==> src/rtl/freq_meter_pkg.sv <==
// Shared definitions for the frequency meter gate controller.
// Provides the controller state type, the range codes driven on
// Status_Value, and the lookup from range code to the last ms index
// of the gate window.
package freq_meter_pkg;

  typedef enum logic [2:0] {
    ST_IDLE,
    ST_CLEAR,
    ST_GATE,
    ST_SETTLE,
    ST_STORE,
    ST_EVAL,
    ST_HOLD
  } gate_state_t;

  localparam logic [1:0] RANGE_1S    = 2'd0;
  localparam logic [1:0] RANGE_100MS = 2'd1;
  localparam logic [1:0] RANGE_10MS  = 2'd2;
  localparam logic [1:0] RANGE_1MS   = 2'd3;

  // Last value of the decade ms counter for a gate of the given range.
  function automatic logic [9:0] ms_terminal(input logic [1:0] range);
    logic [9:0] term;
    case (range)
      RANGE_1S:    term = 10'd999;
      RANGE_100MS: term = 10'd99;
      RANGE_10MS:  term = 10'd9;
      default:     term = 10'd0;
    endcase
    return term;
  endfunction

endpackage

==> src/rtl/ms_prescaler.sv <==
// Divides the reference clock down to a one-cycle tick every TICKS
// enabled cycles.
//   clk     : reference clock, rising edge
//   rst_n   : asynchronous active-low reset
//   clr     : synchronous clear of the divider
//   en      : count enable
//   ms_tick : high for the last enabled cycle of each TICKS period
module ms_prescaler #(
  parameter int unsigned TICKS = 1000
) (
  input  logic clk,
  input  logic rst_n,
  input  logic clr,
  input  logic en,
  output logic ms_tick
);

  localparam int unsigned     CW   = $clog2(TICKS);
  localparam logic [CW-1:0]   LAST = CW'(TICKS - 1);

  logic [CW-1:0] cnt;

  assign ms_tick = en && (cnt == LAST);

  always_ff @(posedge clk or negedge rst_n) begin
    if (!rst_n) begin
      cnt <= '0;
    end else if (clr) begin
      cnt <= '0;
    end else if (en) begin
      cnt <= ms_tick ? '0 : cnt + CW'(1);
    end
  end

endmodule

==> src/rtl/freq_gate_ctrl.sv <==
// Gate-time and auto-range controller for the frequency meter.
// Sequences each measurement as Clear pulse, timed En gate window,
// settle gap, Store pulse, then evaluates the latched result to pick
// the range of the next measurement.
//   CP, nRST     : reference clock / async active-low reset
//   Auto         : 1 = auto-range, 0 = use Man_Range
//   Man_Range    : manual range code
//   Overflow     : counter overflow, valid from Store until next Clear
//   BCD3         : latched most-significant result digit
//   Clear        : one-cycle counter clear
//   En           : gate window / count enable
//   Store        : one-cycle latch strobe
//   Status_Value : current range (0 = 1 s ... 3 = 1 ms gate)
//   Over_Ind     : out-of-range indication
module freq_gate_ctrl
  import freq_meter_pkg::*;
#(
  parameter int unsigned TICKS_1MS  = 1000,
  parameter int unsigned SETTLE_CYC = 8,
  parameter int unsigned HOLD_MS    = 500
) (
  input  logic       CP,
  input  logic       nRST,
  input  logic       Auto,
  input  logic [1:0] Man_Range,
  input  logic       Overflow,
  input  logic [3:0] BCD3,
  output logic       Clear,
  output logic       En,
  output logic       Store,
  output logic [1:0] Status_Value,
  output logic       Over_Ind
);

  localparam int unsigned   SW          = (SETTLE_CYC > 1) ? $clog2(SETTLE_CYC) : 1;
  localparam logic [SW-1:0] SETTLE_LAST = SW'(SETTLE_CYC - 1);
  localparam logic [9:0]    HOLD_TERM   = 10'(HOLD_MS - 1);

  gate_state_t   state;
  logic [9:0]    ms_cnt;
  logic [SW-1:0] settle_cnt;
  logic          ms_tick;
  logic [1:0]    next_range;
  logic          next_over;

  // The prescaler runs only while timing the gate or the hold; it sits
  // at zero through SETTLE/STORE/EVAL because the gate ends on a wrap.
  ms_prescaler #(
    .TICKS (TICKS_1MS)
  ) u_prescaler (
    .clk     (CP),
    .rst_n   (nRST),
    .clr     (state == ST_CLEAR),
    .en      ((state == ST_GATE) || (state == ST_HOLD)),
    .ms_tick (ms_tick)
  );

  // Range decision; overflow outranks a leading zero digit, both saturate.
  always_comb begin
    next_range = Status_Value;
    if (!Auto) begin
      next_range = Man_Range;
    end else if (Overflow) begin
      if (Status_Value != RANGE_1MS) next_range = Status_Value + 2'd1;
    end else if (BCD3 == 4'd0) begin
      if (Status_Value != RANGE_1S) next_range = Status_Value - 2'd1;
    end
    next_over = Overflow && (!Auto || (Status_Value == RANGE_1MS));
  end

  always_ff @(posedge CP or negedge nRST) begin
    if (!nRST) begin
      state        <= ST_IDLE;
      Clear        <= 1'b0;
      En           <= 1'b0;
      Store        <= 1'b0;
      Status_Value <= RANGE_1S;
      Over_Ind     <= 1'b0;
      ms_cnt       <= '0;
      settle_cnt   <= '0;
    end else begin
      Clear <= 1'b0;
      Store <= 1'b0;
      case (state)
        ST_IDLE: begin
          state <= ST_CLEAR;
          Clear <= 1'b1;
        end
        ST_CLEAR: begin
          state  <= ST_GATE;
          En     <= 1'b1;
          ms_cnt <= '0;
        end
        ST_GATE: begin
          if (ms_tick) begin
            if (ms_cnt == ms_terminal(Status_Value)) begin
              state      <= ST_SETTLE;
              En         <= 1'b0;
              ms_cnt     <= '0;
              settle_cnt <= '0;
            end else begin
              ms_cnt <= ms_cnt + 10'd1;
            end
          end
        end
        ST_SETTLE: begin
          if (settle_cnt == SETTLE_LAST) begin
            state <= ST_STORE;
            Store <= 1'b1;
          end else begin
            settle_cnt <= settle_cnt + SW'(1);
          end
        end
        ST_STORE: begin
          state <= ST_EVAL;
        end
        ST_EVAL: begin
          Status_Value <= next_range;
          Over_Ind     <= next_over;
          ms_cnt       <= '0;
          if (next_range != Status_Value) begin
            state <= ST_CLEAR;
            Clear <= 1'b1;
          end else begin
            state <= ST_HOLD;
          end
        end
        ST_HOLD: begin
          if (ms_tick) begin
            if (ms_cnt == HOLD_TERM) begin
              state <= ST_CLEAR;
              Clear <= 1'b1;
            end else begin
              ms_cnt <= ms_cnt + 10'd1;
            end
          end
        end
        default: begin
          state <= ST_IDLE;
          En    <= 1'b0;
        end
      endcase
    end
  end

endmodule

==> config.mk <==
export PLATFORM = sky130hd
export DESIGN_NAME = freq_gate_ctrl
export DESIGN_NICKNAME = d
export VERILOG_FILES = /design/src/rtl/freq_meter_pkg.sv /design/src/rtl/ms_prescaler.sv /design/src/rtl/freq_gate_ctrl.sv
export SDC_FILE = /design/constraint.sdc
export NUM_CORES = 1
export LEC_CHECK = 0
export CORE_MARGIN = 10
export CORE_UTILIZATION = 43
export DETAILED_ROUTE_END_ITERATION = 6
export PLACE_DENSITY = 0.6
export SLEW_MARGIN = 20
export SYNTH_ARGS = -nofsm -noshare
export SYNTH_HDL_FRONTEND = slang
export SYNTH_SLANG_ARGS = --single-unit
==> constraint.sdc <==
create_clock -name CP -period 4.8 [get_ports CP]
set_input_delay 0.72 -clock CP [delete_from_list [all_inputs] [get_ports CP]]
set_output_delay 0.72 -clock CP [all_outputs]
set_load 0.03 [all_outputs]
==> run summary <==
The post-route clock skew was 0.00342 ns; the die width was 88.7 um. The final hold violation count is 0. Counting cells, the worst reg-to-reg path comes to 6. The logs give 4470 um^2 for the area of the core region and 0 for the detailed-route DRC error count. Total stage count of the critical path: 1. The critical path is of the reg2out type. The buffers plus inverters on the worst setup path was 1; the number of hold-repair buffers added at the cts stage was 0.

The post-synthesis instance total was 239; the arrival time at the worst endpoint was 1.71 ns. For the number of max-cap violations, the log shows 0. Routability-driven placement finished with a final weighted congestion of 0.775.

The count of unique library cells instantiated by Yosys came out at 53. The number of buffers created by CTS was 5; the global-route congestion overflow total was 0. The share of synthesized area occupied by flip-flops and latches was 0.394. The global-route total usage across every layer was 0.118; the count of final setup violators was 0.

The number of synthesized flops with an enable pin was 0. After the flow finishes, the layout carries non-filler instances totaling 302. For the via count of the first global-routing pass, the log shows 1532.

The tools report the critical path capture point type as a primary output. The post-DP HPWL was 3.13 mm. The run gives 253 as the synthesized netlist net count. For this run, the slowest stage of the critical path takes 0.77 ns. The run gives 0 as the initial antenna violation count. Number of nets in the layout: 263. The run gives 125 as the DRC marker count from the first detailed-route iteration.

The die is 88.7 um tall. Final critical-path share of the clock period: 0.505. The critical-path cell with the highest stage delay is clkdlybuf4s50_1. TritonCTS built the clock tree. Setup repair after global routing left no endpoint under its margin.

The tools report the die footprint as 7870 um^2. The clock drives 32 sinks. CTS placed an instance of clkbuf_8 at the clock tree root.

Dividing total power by cell area gives a power density of 245 nW/um^2. Among cell families on the critical path, the largest total delay comes from buffers and inverters. The count of antenna-violating nets left after detailed routing is 0, and the fraction of synthesis flops using an asynchronous set or reset pin is 1.00. The run gives 1744 as the overall via count from detail_route.

Post-CTS repair changed the size of 0 cells. Number of standard-cell rows in the floorplan: 24. The min-delay analysis places its worst path in the category reg2reg. For the relative slew slack, the log shows 0.566.

Summed over all failing endpoints, the final setup total negative slack is 0 ns. OpenSTA, run right after detailed placement, puts the worst setup slack at 2.10 ns. Maximum VDD drop: 0.160 mV. For this run, the number of Yosys warnings is 0. For this run, the leading register cell type out of synthesis is dfrtp_1. The tools report the clock tree buffer depth as 2. Clock network latency to the later pin of the worst-skew pair: 0.29 ns. The proportion of layout cells with a drive suffix above 1 is 0.0640. Entering global routing, the biggest net connects 33 pins. Walking the worst path, the cells encountered are clkdlybuf4s50_1.

The first detailed-routing pass took 4 iterations. Along the worst path, the maximum fanout reaches 18. Reported leakage power: 0.932 nW. Counting the fill cells in the layout gives 429. For the diode insertion count for antenna repair, the log shows 0.

The run gives 1150 um^2 as the multi-input combinational cell area. The clock slew seen by the registers of the worst setup and hold paths is 0.07 ns. The tools report the setup slack of the critical path after layout as 2.37 ns. The number of setup buffers added after CTS is 0. The worst hold path depth was 1; the post-layout minimum cycle time was 2.43 ns. The first-pass GRT wire length was 7.51 mm.

At the pin with the least slew margin, the transition time is 0.652 ns. Derived from the worst setup path, the maximum achievable clock frequency is 412 MHz. Total chip power: 563 uW. Each instance of the synthesized netlist takes up on average 8.50 um^2. The tools report the startpoint kind of the worst setup timing path as a register. The initial core utilization is 0.454, and the I/O pin count is 16.

The number of synthesized register bits was 32. The worst path required time came out at 4.08 ns. For the flip-flop and latch area, the log shows 801 um^2. For the number of H-tree levels, the log shows 2.

The tools report the number of pins with negative max-slew slack in the final report as 0. The synthesized netlist occupies a cell area of 2030 um^2. Setup slack on the worst reg-to-reg path comes out at 2.40 ns.

The run gives 4.51 mm as the wire length after detailed routing. The post-detailed-route via-to-cell ratio was 5.77. The placed instance count came out at 294.

The run finished with clean final reports. Wire length per cell after detailed routing: 14.9 um. The area growth from synthesis to layout is 13.3%. Input and output buffers added on the ports amount to 15.
## flip-flops by register name, summed over array words and instances (netlist names)
name             flops
Clear                1
Status_Value         2
En                   1
ms_cnt              10
u_prescaler.cnt     10
Store                1
Over_Ind             1
settle_cnt           3
state                3
## synth_stat cells (2+ instances only)
cell type,instances,area (um^2)
or3_1,2,12.5
buf_2,3,15.0
nand2b_1,8,50.1
nor3_2,2,20.0
nor4_1,3,18.8
or4_1,2,15.0
nand4_1,5,31.3
xnor2_1,8,70.1
dfrtp_1,32,801
nor3_1,4,20.0
a22oi_1,3,22.5
o21ai_0,22,110
nand2_1,25,93.8
o41ai_1,4,35.0
nor2_1,26,97.6
and3_1,5,31.3
nor2b_1,4,25.0
nand3_1,12,60.1
a21oi_1,16,80.1
a21o_1,2,15.0
ha_1,4,50.1
inv_1,5,18.8
nand3b_1,2,15.0
o311ai_0,2,17.5
a31oi_1,2,12.5
clkbuf_1,9,33.8
## path summary, 6_finish.rpt
check	start	to
min reg2reg	u_prescaler.cnt[9]	u_prescaler.cnt[9]
max reg2reg	u_prescaler.cnt[3]	ms_cnt[8]
min	u_prescaler.cnt[9]	u_prescaler.cnt[9]
min in group asynchronous	nRST	Over_Ind
max	Status_Value[0]	Status_Value[0]
max in group asynchronous	nRST	En
## stage by stage
stage	hold WS [ns]	utilization	area, um^2
2_1_floorplan	0.424	-	2030
3_3_place_gp	0.475	0.490	2190
3_5_place_dp	0.473	0.490	2190
4_1_cts	0.483	0.514	2300
5_1_grt	0.506	0.514	2300
6_report	0.489	0.514	2300
## placed cells by master (no fill, tap or decap), types with 2 or more instances in the layout
cell type	n
dfrtp_1	32
ha_1	4
nor2_1	26
a22oi_1	3
and3_1	5
a31oi_1	2
nand2_1	25
nor3_2	2
or3_1	2
o41ai_1	4
nor4_1	3
inv_1	5
nand3b_1	2
or4_1	2
nand2b_1	8
xnor2_1	8
nor2b_1	4
nand3_1	12
nand4_1	5
a21o_1	2
a21oi_1	16
clkdlybuf4s50_1	15
o21ai_0	22
clkbuf_8	5
o311ai_0	2
nor3_1	4
## report_power, final
group	internal, mW	total [mW]	switching (mW)
sequential	0.270	0.272	0.00190
clock	0.154	0.261	0.107
combinational	0.0140	0.0298	0.0158
## logic make-up after synthesis
group / Yosys count / share of synthesized area
simple gates: 109 / 0.288
compound gates: 67 / 0.216
flops: 32 / 0.394
buf+inv: 18 / 0.0388
xor+xnor: 9 / 0.0388
fa+ha+maj: 4 / 0.0246
## metal layers
layer,part of all wire,GRT usage,vias to the layer above,wire (um)
li1,-,-,895,-
met1,0.52,0.166,808,2330
met2,0.42,0.174,37,1910
met3,0.053,0.0313,4,238
met4,0.0086,0.0308,0,39
met5,0,0,-,0
## area by class of cell
type	instances	area share
Sequential cell	32	0.348
Clock buffer	6	0.0315
Clock inverter	2	0.0152
Multi-Input combinational cell	189	0.500
Timing Repair Buffer	16	0.0685
Inverter	5	0.00816
Tap cell	52	0.0283
(Power assumes the default switching activity.)
